File: src/rtl/stopwatch_pkg.sv
// Stopwatch shared definitions.
//   sw_state_t : controller state encoding
//   DIGIT_W    : width of one BCD digit
//   digit_mod  : modulus of digit idx (6 on odd digits in MM:SS mode, else 10)
package stopwatch_pkg;

    typedef enum logic [2:0] {
        ST_IDLE   = 3'd0,
        ST_RUN    = 3'd1,
        ST_PAUSE  = 3'd2,
        ST_ADJUST = 3'd3,
        ST_DONE   = 3'd4
    } sw_state_t;

    localparam int DIGIT_W = 4;

    function automatic logic [DIGIT_W-1:0] digit_mod(input int idx, input int sexagesimal);
        if (sexagesimal != 0 && (idx % 2) == 1) begin
            return 4'd6;
        end
        return 4'd10;
    endfunction

endpackage

File: src/rtl/stopwatch_core_bcd_digit.sv
// One BCD digit of the stopwatch count.
//   clk, rst_n         : clock, async active-low reset
//   clr                : synchronous zero (highest priority)
//   load, load_val     : synchronous load (caller guarantees load_val < modulus)
//   inc, dec           : step up / down by one, wrapping at modulus
//   modulus            : digit modulus (6 or 10)
//   value, value_nxt   : registered digit and the value it takes at the next edge
//   carry, borrow      : this digit wraps on this step; feeds the next digit's inc/dec
module bcd_digit
    import stopwatch_pkg::*;
(
    input  logic               clk,
    input  logic               rst_n,
    input  logic               clr,
    input  logic               load,
    input  logic [DIGIT_W-1:0] load_val,
    input  logic               inc,
    input  logic               dec,
    input  logic [DIGIT_W-1:0] modulus,
    output logic [DIGIT_W-1:0] value,
    output logic [DIGIT_W-1:0] value_nxt,
    output logic               carry,
    output logic               borrow
);

    always_comb begin
        value_nxt = value;
        carry     = 1'b0;
        borrow    = 1'b0;
        if (clr) begin
            value_nxt = '0;
        end else if (load) begin
            value_nxt = load_val;
        end else if (inc) begin
            if (value == modulus - 4'd1) begin
                value_nxt = '0;
                carry     = 1'b1;
            end else begin
                value_nxt = value + 4'd1;
            end
        end else if (dec) begin
            if (value == '0) begin
                value_nxt = modulus - 4'd1;
                borrow    = 1'b1;
            end else begin
                value_nxt = value - 4'd1;
            end
        end
    end

    always_ff @(posedge clk or negedge rst_n) begin
        if (!rst_n) begin
            value <= '0;
        end else begin
            value <= value_nxt;
        end
    end

endmodule

File: src/rtl/stopwatch_core.sv
// Stopwatch core: prescaled BCD up/down counter with run/pause, digit adjust,
// countdown alarm and lap freeze.
//   clk, rst_n   : clock, async active-low reset
//   clear        : pulse, zero everything and return to IDLE
//   start_stop   : pulse, run/pause toggle (DONE -> IDLE)
//   lap          : pulse, freeze / release the lap display
//   count_down   : direction, sampled at each tick
//   adj_en       : level, adjust mode; adj_sel/adj_val pick digit and value
//   count, disp  : live count and displayed value (lap value while frozen)
//   running, lap_hold, alarm : status flags
//
// state     | meaning
// ST_IDLE   | stopped after reset/clear/alarm acknowledge
// ST_RUN    | prescaler active, count steps every TICK_DIV cycles
// ST_PAUSE  | stopped, count held
// ST_ADJUST | digits loadable from adj_sel/adj_val
// ST_DONE   | countdown reached zero, alarm raised
module stopwatch_core
    import stopwatch_pkg::*;
#(
    parameter int NUM_DIGITS  = 4,
    parameter int TICK_DIV    = 1_000_000,
    parameter int SEXAGESIMAL = 1
) (
    input  logic                          clk,
    input  logic                          rst_n,
    input  logic                          clear,
    input  logic                          start_stop,
    input  logic                          lap,
    input  logic                          count_down,
    input  logic                          adj_en,
    input  logic [2:0]                    adj_sel,
    input  logic [3:0]                    adj_val,
    output logic [DIGIT_W*NUM_DIGITS-1:0] count,
    output logic [DIGIT_W*NUM_DIGITS-1:0] disp,
    output logic                          running,
    output logic                          lap_hold,
    output logic                          alarm
);

    localparam int CNT_W = DIGIT_W * NUM_DIGITS;
    localparam int PSC_W = $clog2(TICK_DIV);

    sw_state_t         state_q, state_nxt;
    logic [PSC_W-1:0]  psc_q, psc_nxt;
    logic [CNT_W-1:0]  cnt_q, cnt_nxt, lap_q, lap_nxt, disp_q;
    logic              lap_hold_q, lap_hold_nxt, running_q, alarm_q;
    logic              tick, cnt_zero, cnt_one, adj_go;
    logic [NUM_DIGITS:0] carry_c, borrow_c;
    logic              chain_unused;

    assign cnt_zero = (cnt_q == '0);
    assign cnt_one  = (cnt_q == CNT_W'(1));

    // Tick is suppressed by any higher-priority event in the same cycle.
    assign tick   = (state_q == ST_RUN) && (psc_q == PSC_W'(TICK_DIV - 1))
                    && !clear && !adj_en && !start_stop;
    assign adj_go = (state_q == ST_ADJUST) && adj_en && !clear;

    // A down tick from all-zero is never applied; such a tick goes straight to DONE.
    assign carry_c[0]  = tick && !count_down;
    assign borrow_c[0] = tick && count_down && !cnt_zero;

    // Wrap out of the most significant digit has no consumer.
    assign chain_unused = carry_c[NUM_DIGITS] | borrow_c[NUM_DIGITS];

    for (genvar i = 0; i < NUM_DIGITS; i++) begin : g_dig
        localparam logic [DIGIT_W-1:0] MOD = digit_mod(i, SEXAGESIMAL);
        logic ld;
        assign ld = adj_go && (adj_sel == 3'(i)) && (adj_val < MOD);

        bcd_digit u_digit (
            .clk       (clk),
            .rst_n     (rst_n),
            .clr       (clear),
            .load      (ld),
            .load_val  (adj_val),
            .inc       (carry_c[i]),
            .dec       (borrow_c[i]),
            .modulus   (MOD),
            .value     (cnt_q[DIGIT_W*i +: DIGIT_W]),
            .value_nxt (cnt_nxt[DIGIT_W*i +: DIGIT_W]),
            .carry     (carry_c[i+1]),
            .borrow    (borrow_c[i+1])
        );
    end

    always_comb begin
        state_nxt = state_q;
        if (clear) begin
            state_nxt = ST_IDLE;
        end else if (adj_en) begin
            state_nxt = ST_ADJUST;
        end else begin
            case (state_q)
                ST_IDLE, ST_PAUSE: begin
                    if (start_stop && !(count_down && cnt_zero)) state_nxt = ST_RUN;
                end
                ST_RUN: begin
                    if (start_stop) begin
                        state_nxt = ST_PAUSE;
                    end else if (tick && count_down && (cnt_one || cnt_zero)) begin
                        state_nxt = ST_DONE;
                    end
                end
                ST_ADJUST: state_nxt = ST_PAUSE;
                ST_DONE: begin
                    if (start_stop) state_nxt = ST_IDLE;
                end
                default: state_nxt = ST_IDLE;
            endcase
        end
    end

    // Prescaler only advances while staying in RUN, so it restarts from zero on every entry.
    always_comb begin
        psc_nxt = '0;
        if (state_q == ST_RUN && state_nxt == ST_RUN) begin
            psc_nxt = (psc_q == PSC_W'(TICK_DIV - 1)) ? '0 : psc_q + 1'b1;
        end
    end

    // Lap captures the registered (pre-tick) count.
    always_comb begin
        lap_hold_nxt = lap_hold_q;
        lap_nxt      = lap_q;
        if (clear) begin
            lap_hold_nxt = 1'b0;
            lap_nxt      = '0;
        end else if (lap) begin
            if (!lap_hold_q) begin
                lap_nxt      = cnt_q;
                lap_hold_nxt = 1'b1;
            end else begin
                lap_hold_nxt = 1'b0;
            end
        end
    end

    always_ff @(posedge clk or negedge rst_n) begin
        if (!rst_n) begin
            state_q    <= ST_IDLE;
            psc_q      <= '0;
            lap_q      <= '0;
            lap_hold_q <= 1'b0;
            disp_q     <= '0;
            running_q  <= 1'b0;
            alarm_q    <= 1'b0;
        end else begin
            state_q    <= state_nxt;
            psc_q      <= psc_nxt;
            lap_q      <= lap_nxt;
            lap_hold_q <= lap_hold_nxt;
            disp_q     <= lap_hold_nxt ? lap_nxt : cnt_nxt;
            running_q  <= (state_nxt == ST_RUN);
            alarm_q    <= (state_nxt == ST_DONE);
        end
    end

    assign count    = cnt_q;
    assign disp     = disp_q;
    assign running  = running_q;
    assign lap_hold = lap_hold_q;
    assign alarm    = alarm_q;

endmodule

File: config.mk
export PLATFORM = sky130hd
export DESIGN_NAME = stopwatch_core
export DESIGN_NICKNAME = d
export VERILOG_FILES = /design/src/rtl/stopwatch_pkg.sv /design/src/rtl/stopwatch_core_bcd_digit.sv /design/src/rtl/stopwatch_core.sv
export SDC_FILE = /design/constraint.sdc
export NUM_CORES = 1
export LEC_CHECK = 0
export ABC_CLOCK_PERIOD_IN_PS = 7200
export CAP_MARGIN = 30
export CORE_MARGIN = 2
export CORE_UTILIZATION = 50
export CTS_BUF_LIST = sky130_fd_sc_hd__clkbuf_8
export DETAILED_ROUTE_END_ITERATION = 8
export GPL_ROUTABILITY_DRIVEN = 0
export PLACE_DENSITY_LB_ADDON = 0.15
export SLEW_MARGIN = 20
export SYNTH_ARGS = -nofsm -noshare
export SYNTH_HDL_FRONTEND = slang
export SYNTH_SLANG_ARGS = --single-unit
File: constraint.sdc
create_clock -name clk -period 7.2 [get_ports clk]
set_clock_uncertainty 0.05 [all_clocks]
set_input_delay 1.44 -clock clk [delete_from_list [all_inputs] [get_ports clk]]
set_output_delay 1.44 -clock clk [all_outputs]
set_load 0.005 [all_outputs]
* Word level (Yosys, flattened, before mapping) *
Index checks and enable logic that the tools add are counted.

cells by class
  $add $sub $neg = 9
  $mul = 0
  div/mod/pow operators = 0
  $lt $le $gt $ge = 2
  equality and inequality tests = 15
  shift operators = 0
  muxes and demuxes = 67
  bitwise gates (word level) = 0
  reduce and logical (&&, ||, !) cells = 36

operator list
  operator                                                    count
  2-to-1 mux 4 bit                                            24
  2-to-1 mux 16 bit                                           4
  2-to-1 mux 20 bit                                           2
  2-to-1 mux 1 bit                                            30
  logical AND 1 bit                                           21
  adder 20 x 1 -> 20 bit, second input constant               1
  == test 20 bit, second input constant                       1
  2-to-1 mux 3 bit                                            6
  adder 4 x 1 -> 4 bit, second input constant                 4
  == test 16 x 1 -> 1 bit, second input constant              1
  logical NOT 16 bit                                          1
  logical NOT 4 bit                                           4
  subtractor 4 x 1 -> 4 bit, second input constant            4
  == test 3 x 2 -> 1 bit, second input constant               4
  case mux 3 bit (4 select lines)                             1
  == test 3 x 1 -> 1 bit, second input constant               3
  == test 4 x 3 -> 1 bit, second input constant               2
  == test 4 bit, second input constant                        2
  == test 3 bit, second input constant                        2
  logical NOT 1 bit                                           6
  logical NOT 3 bit                                           2
  less-than comparator 4 x 3 -> 1 bit, second input constant  1
  less-than comparator 4 bit, second input constant           1
  OR reduction 2 bit                                          1
  logical OR 1 bit                                            1

word-level totals
  bits in registers = 74
  latch bits = 0
  RAM bits = 0
  bits in read-only memories = 0
  bits of input ports = 14
  output and inout port bits = 35
  logic and storage cells = 140
  memories = 0

* Logic depth before layout (Yosys ltp) *
  depth in word-level cells = 24
  gate-level depth with buffers = 10
  gate-level depth less buffers = 9

* By module *
A second synthesis with hierarchy kept.

unflattened totals
  cell total of the unflattened synthesis = 542
  area total of the unflattened synthesis = 4953.5 sq um

by module, submodules not included
  module          times used  cells each  area each (sq um)  sequential area each (sq um)
  stopwatch_core  1           270         2716.4             1451.4
  bcd_digit       4           68          559.3              100.1

* Worst setup path after synthesis *
No wires, ideal clock.

  path kind = in2reg
  start = in clear
  end = reg disp_q[15], in the netlist disp[15]
  setup time = 125 ps
  data arrival time = 3531 ps
  data required time = 7025 ps
  slack = 3495 ps
  cell stages on the path = 8
  path buffers = 1
  cells stage by stage = buf_2 -> or4b_1 -> nor4_4 -> nor3_1 -> nand4_1 -> mux2_2 -> a31o_2 -> mux2_2

on the way
  cells in the longest elaborated chain, start to end = 23
  elaborated cells on any way between the ends = 44
  classes of those cells = mux (28); reduce/logical (16)

RTL lines
  what                             line                                        source
  start: declaration               stopwatch_core.sv:27                        input logic clear,
  logical NOT 1 bit                stopwatch_core.sv:57, stopwatch_core.sv:58
  logical AND 1 bit (3 in series)  stopwatch_core.sv:57                        && !clear && !adj_en && !start_stop;
  logical AND 1 bit (2 in series)  stopwatch_core.sv:62                        assign borrow_c[0] = tick && count_down && !cnt_zero;
  2-to-1 mux 1 bit                 stopwatch_core_bcd_digit.sv:41              end else if (dec) begin
  2-to-1 mux 1 bit                 stopwatch_core_bcd_digit.sv:34              end else if (inc) begin
  2-to-1 mux 1 bit                 stopwatch_core_bcd_digit.sv:32              end else if (load) begin
  2-to-1 mux 1 bit                 stopwatch_core_bcd_digit.sv:30              if (clr) begin
  2-to-1 mux 1 bit                 stopwatch_core_bcd_digit.sv:41
  [... 5 more ...]                 -
  2-to-1 mux 1 bit                 stopwatch_core_bcd_digit.sv:32
  2-to-1 mux 1 bit                 stopwatch_core_bcd_digit.sv:30
  2-to-1 mux 4 bit                 stopwatch_core_bcd_digit.sv:41
  2-to-1 mux 4 bit                 stopwatch_core_bcd_digit.sv:34
  2-to-1 mux 4 bit                 stopwatch_core_bcd_digit.sv:32
  2-to-1 mux 4 bit (*)             stopwatch_core_bcd_digit.sv:30
  via cnt_nxt[15]                  stopwatch_core.sv:46                        logic [CNT_W-1:0] cnt_q, cnt_nxt, lap_q, lap_nxt, disp_q;
  2-to-1 mux 16 bit (*)            stopwatch_core.sv:154                       disp_q <= lap_hold_nxt ? lap_nxt : cnt_nxt;
  end signal: assignment           stopwatch_core.sv:154
  end: declaration                 stopwatch_core.sv:46

Mark *: on every way through the listed nets, which the timed path passes. The rest lies on a longest branch.

* Worst setup path after layout *
  start = in clear
  end = reg disp_q[13], in the netlist disp[13]

on the way
  cells in the longest elaborated chain, start to end = 23
  elaborated cells on any way between the ends = 44
  classes of those cells = mux (28); reduce/logical (16)

RTL lines
  what                             line
  logical NOT 1 bit                stopwatch_core.sv:57, stopwatch_core.sv:58
  logical AND 1 bit (3 in series)  stopwatch_core.sv:57
  logical AND 1 bit (2 in series)  stopwatch_core.sv:62
  2-to-1 mux 1 bit                 stopwatch_core_bcd_digit.sv:41
  2-to-1 mux 1 bit                 stopwatch_core_bcd_digit.sv:34
  2-to-1 mux 1 bit                 stopwatch_core_bcd_digit.sv:32
  2-to-1 mux 1 bit                 stopwatch_core_bcd_digit.sv:30
  2-to-1 mux 1 bit                 stopwatch_core_bcd_digit.sv:41
  [... 4 more ...]                 -
  2-to-1 mux 1 bit                 stopwatch_core_bcd_digit.sv:34
  2-to-1 mux 1 bit                 stopwatch_core_bcd_digit.sv:32
  2-to-1 mux 1 bit                 stopwatch_core_bcd_digit.sv:30
  2-to-1 mux 4 bit                 stopwatch_core_bcd_digit.sv:41
  2-to-1 mux 4 bit                 stopwatch_core_bcd_digit.sv:34
  2-to-1 mux 4 bit                 stopwatch_core_bcd_digit.sv:32
  2-to-1 mux 4 bit                 stopwatch_core_bcd_digit.sv:30
  2-to-1 mux 16 bit (*)            stopwatch_core.sv:154

Every way passes the cells marked *; elsewhere a longest branch is shown, timed or not.

==> results by group <==
Critical path
  – Crit path launch type: primary input
  – Max FO, Critical Path: 46
  – CP Capture Type: flip-flop
  – Crit path DAT: 4.42 ns
  – Setup CP Type: in -> reg
  – Worst Path Required: about 7.4 ns

Logic synthesis
  – Top area cells in the synthesized netlist: dfrtp_1, nand2_1, nor2_1, a21oi_1, ha_1
  – Mux cell area share after synthesis: approximately 3.5%
  – Adder-Cell Fraction of Synth Area: between 3 and 4%
  – Synthesis Warnings: 0
  – Most numerous cell in the Yosys netlist: dfrtp_1
  – Ys async rst share: 100.0%
  – Commonest cells post-synth: dfrtp_1, nand2_1, nor2_1
  – Register area share after synthesis: between 40% and 50%
  – Largest area contributor in the netlist: dfrtp_1
  – Post-synthesis simple-gate area fraction: between 20% and 30%
  – Register bit total from synthesis: 74
  – Syn_area_per_cell: ~9.0 sq um
  – Post-Synth XOR/XNOR Area: 5.481%
  – Largest family of logic cells by synthesized area: simple AND/OR/NAND/NOR gates
  – Mapped cell area: 4314 sq um
  – Area fraction of the dominant cell type after synthesis: ~43%
  – Synth cell types: 57
  – Compound-Gate Fraction of Synth Area: roughly 11%
  – Post-synth EDFFs: 0
  – Post-Syn Nets: between 500 and 600
  – Post-Synthesis Cells: between 400 and 500
  – Top_reg_cell synth: dfrtp_1

Clocking
  – TritonCTS Buffers: 9
  – H-tree levels: 3
  – Worst-path clk slew: 0.08 ns
  – Sinks on the clock net: 74
  – Latest clock arrival within the worst-skew pair: between 0.3 and 0.4 ns
  – CTS Hold Bufs: 0
  – Bufs on Longest Clock Path: 2
  – Post-cts sizing count: 0
  – Post-CTS Repair Setup Buffers: 0
  – CTS tree: built
  – Root Buffer: clkbuf_8

Placement
  – Dpl cells: about 600
  – Post-DP Area: 4832 sq um
  – Post-Place Setup Slack: about 2.7 ns
  – # port buffers: 48
  – Dpl hpwl: 7668 microns

Timing
  – Total negative setup slack: 0 ns
  – RSZ-0062 raised after global routing: false
  – Setup ws final: 2.976 ns
  – Actual slew at the worst max-slew pin: approximately 0.79 ns
  – Hold WS: ~0.46 ns
  – Crit share post-route: between 50% and 60%
  – Slew HR: a little under half
  – Hold Vio Cnt, Final: 0
  – Setup violators final: 0
  – Tmin final: roughly 4.2 ns
  – Slew Limit Fails: 0
  – Fmax: ~240 MHz

Route
  – Avg Vias per Cell: between 5 and 6
  – DRT Pass-1 Iters: 5
  – WL/cell: 17.42 microns
  – Residual DRC: 0
  – Post-route ant nets: 0
  – Drt initial violations: 270
  – Vias: between 3000 and 4000
  – Post-Route WL: 10920 microns

Floorplanning
  – Starting density of the core: approximately 52%
  – Io pins: slightly below 50
  – Width of the die: between 90 and 100 microns
  – Cell Rows: 33
  – Die area: ~9400 sq um
  – Core Area: a little over 8000 sq um
  – Die Ht: approximately 97 microns

Power
  – Max rail drop VDD: 0.08400 mV
  – Pint: slightly above 600 uW
  – P_sw: ~200 uW
  – Cell area power density: 162.6 nW/um^2
  – Sequential Power Share: around half
  – Sw frac: 24.43%
  – Leak: around 0.002 uW
  – Clock Power Share: 40.2%
  – Comb pwr share: about 8.4%

GRT
  – Largest net degree at the start of global routing: 75
  – Initial antenna violation count: 0
  – Global-route wire length before repair: about 18000 microns
  – GR Util All Layers: about a quarter
  – Total grt overflow: 0
  – Vias in the first global route: around 3500

Job
  – Max_cap viols: 0

Min path
  – Worst Hold Class: reg -> reg

Run status
  – Outcome: finished clean

Layout
  – Final std cells w/o fill: 627
  – Fin area: roughly 5100 sq um
  – Diodes inserted: 0
  – Final #Nets: about 540
  – Area delta synth->final: 17.49%
  – Layout cell share with drive strength beyond 1: under 10%
## critical path, cell delays in order
cell and delay [ns]:
clkdlybuf4s50_1 0.40, buf_4 0.27, or4b_1 0.64, nor4_4 0.46
nor3_1 0.16, and2_1 0.20, o41ai_1 0.53, o21ai_0 0.17
o21ai_0 0.14
## registers in the layout, indices dropped and copies added (netlist names)
| register | count |
|---|---|
| psc_q | 20 |
| disp | 16 |
| g_dig.u_digit.value | 16 |
| lap_q | 16 |
| state_q | 3 |
| alarm | 1 |
| lap_hold | 1 |
| running | 1 |
## power by group through the flow
stage | clock, uW | combinational, uW | sequential, uW
after floorplan | 0 | 31.6 | 431
after global placement | 0 | 66.2 | 431
after detailed placement | 0 | 66.7 | 431
after CTS | 338 | 67.2 | 423
after global routing | 354 | 75.7 | 424
final | 331 | 69.4 | 423
## per-layer routing
| layer | global-route usage, % | wire length, microns |
|---|---|---|
| met1 | 32.48 | 4965 |
| met2 | 35.63 | 5084 |
| met3 | 5.058 | 617 |
| met4 | 9.426 | 255 |
| met5 | 0 | 0 |
## through the flow
stage / power (uW) / util [%]
floorplan: 462.4 / -
global placement: 497.1 / 58.19
detailed placement: 498.0 / 58.22
CTS: 828.3 / 60.68
global route: 853.7 / 61.07
finish: 824.0 / 61.07
## kinds of logic (layout without fill, tap and decap cells)
kind of cell	Yosys count	after routing
simple gates	237	237
flops	74	74
fa+ha+maj	13	13
mux	14	14
xor+xnor	27	27
compound gates	74	74
buf+inv	39	83
## placed cells by master (no fill, tap or decap), types with 5 or more instances in the layout
master and n:
a21oi_1 33, and2_1 8, and3_1 7, and4_1 5, clkbuf_8 11, clkdlybuf4s50_1 47
dfrtp_1 74, ha_1 13, inv_1 14, mux2_2 9, nand2_1 58, nand2b_1 5
nand3_1 16, nand3b_1 6, nand4_1 9, nor2_1 48, nor3_1 27, nor3b_1 9
nor4_1 11, o21ai_0 12, xnor2_1 13, xor2_1 14
## final cells by class
class                      count  area [sq um]
sequential                    74          1852
inverter                      14         52.55
fill                         724          3231
multi-input combinational    365          2303
clock inverter                 5         52.55
clock buffer                  11         151.4
tap                          105         131.4
timing repair buffer          53         525.5
## final timing paths
check                                                    startpoint                  to  slack, ns  depth (start not counted)
worst max-delay path                                          clear  disp[13]$_DFF_PN0_       2.98                          9
min in group asynchronous                                     rst_n   disp[0]$_DFF_PN0_       0.95                          1
worst max register to register  g_dig[1].u_digit.value[0]$_DFF_PN0_  psc_q[3]$_DFF_PN0_       3.54                          9
worst min register to register                   psc_q[0]$_DFF_PN0_  psc_q[0]$_DFF_PN0_       0.46                          1
worst min-delay path                             psc_q[0]$_DFF_PN0_  psc_q[0]$_DFF_PN0_       0.46                          1
max in group asynchronous                                     rst_n   disp[7]$_DFF_PN0_       5.58                          2
(Power assumes the default switching activity.)
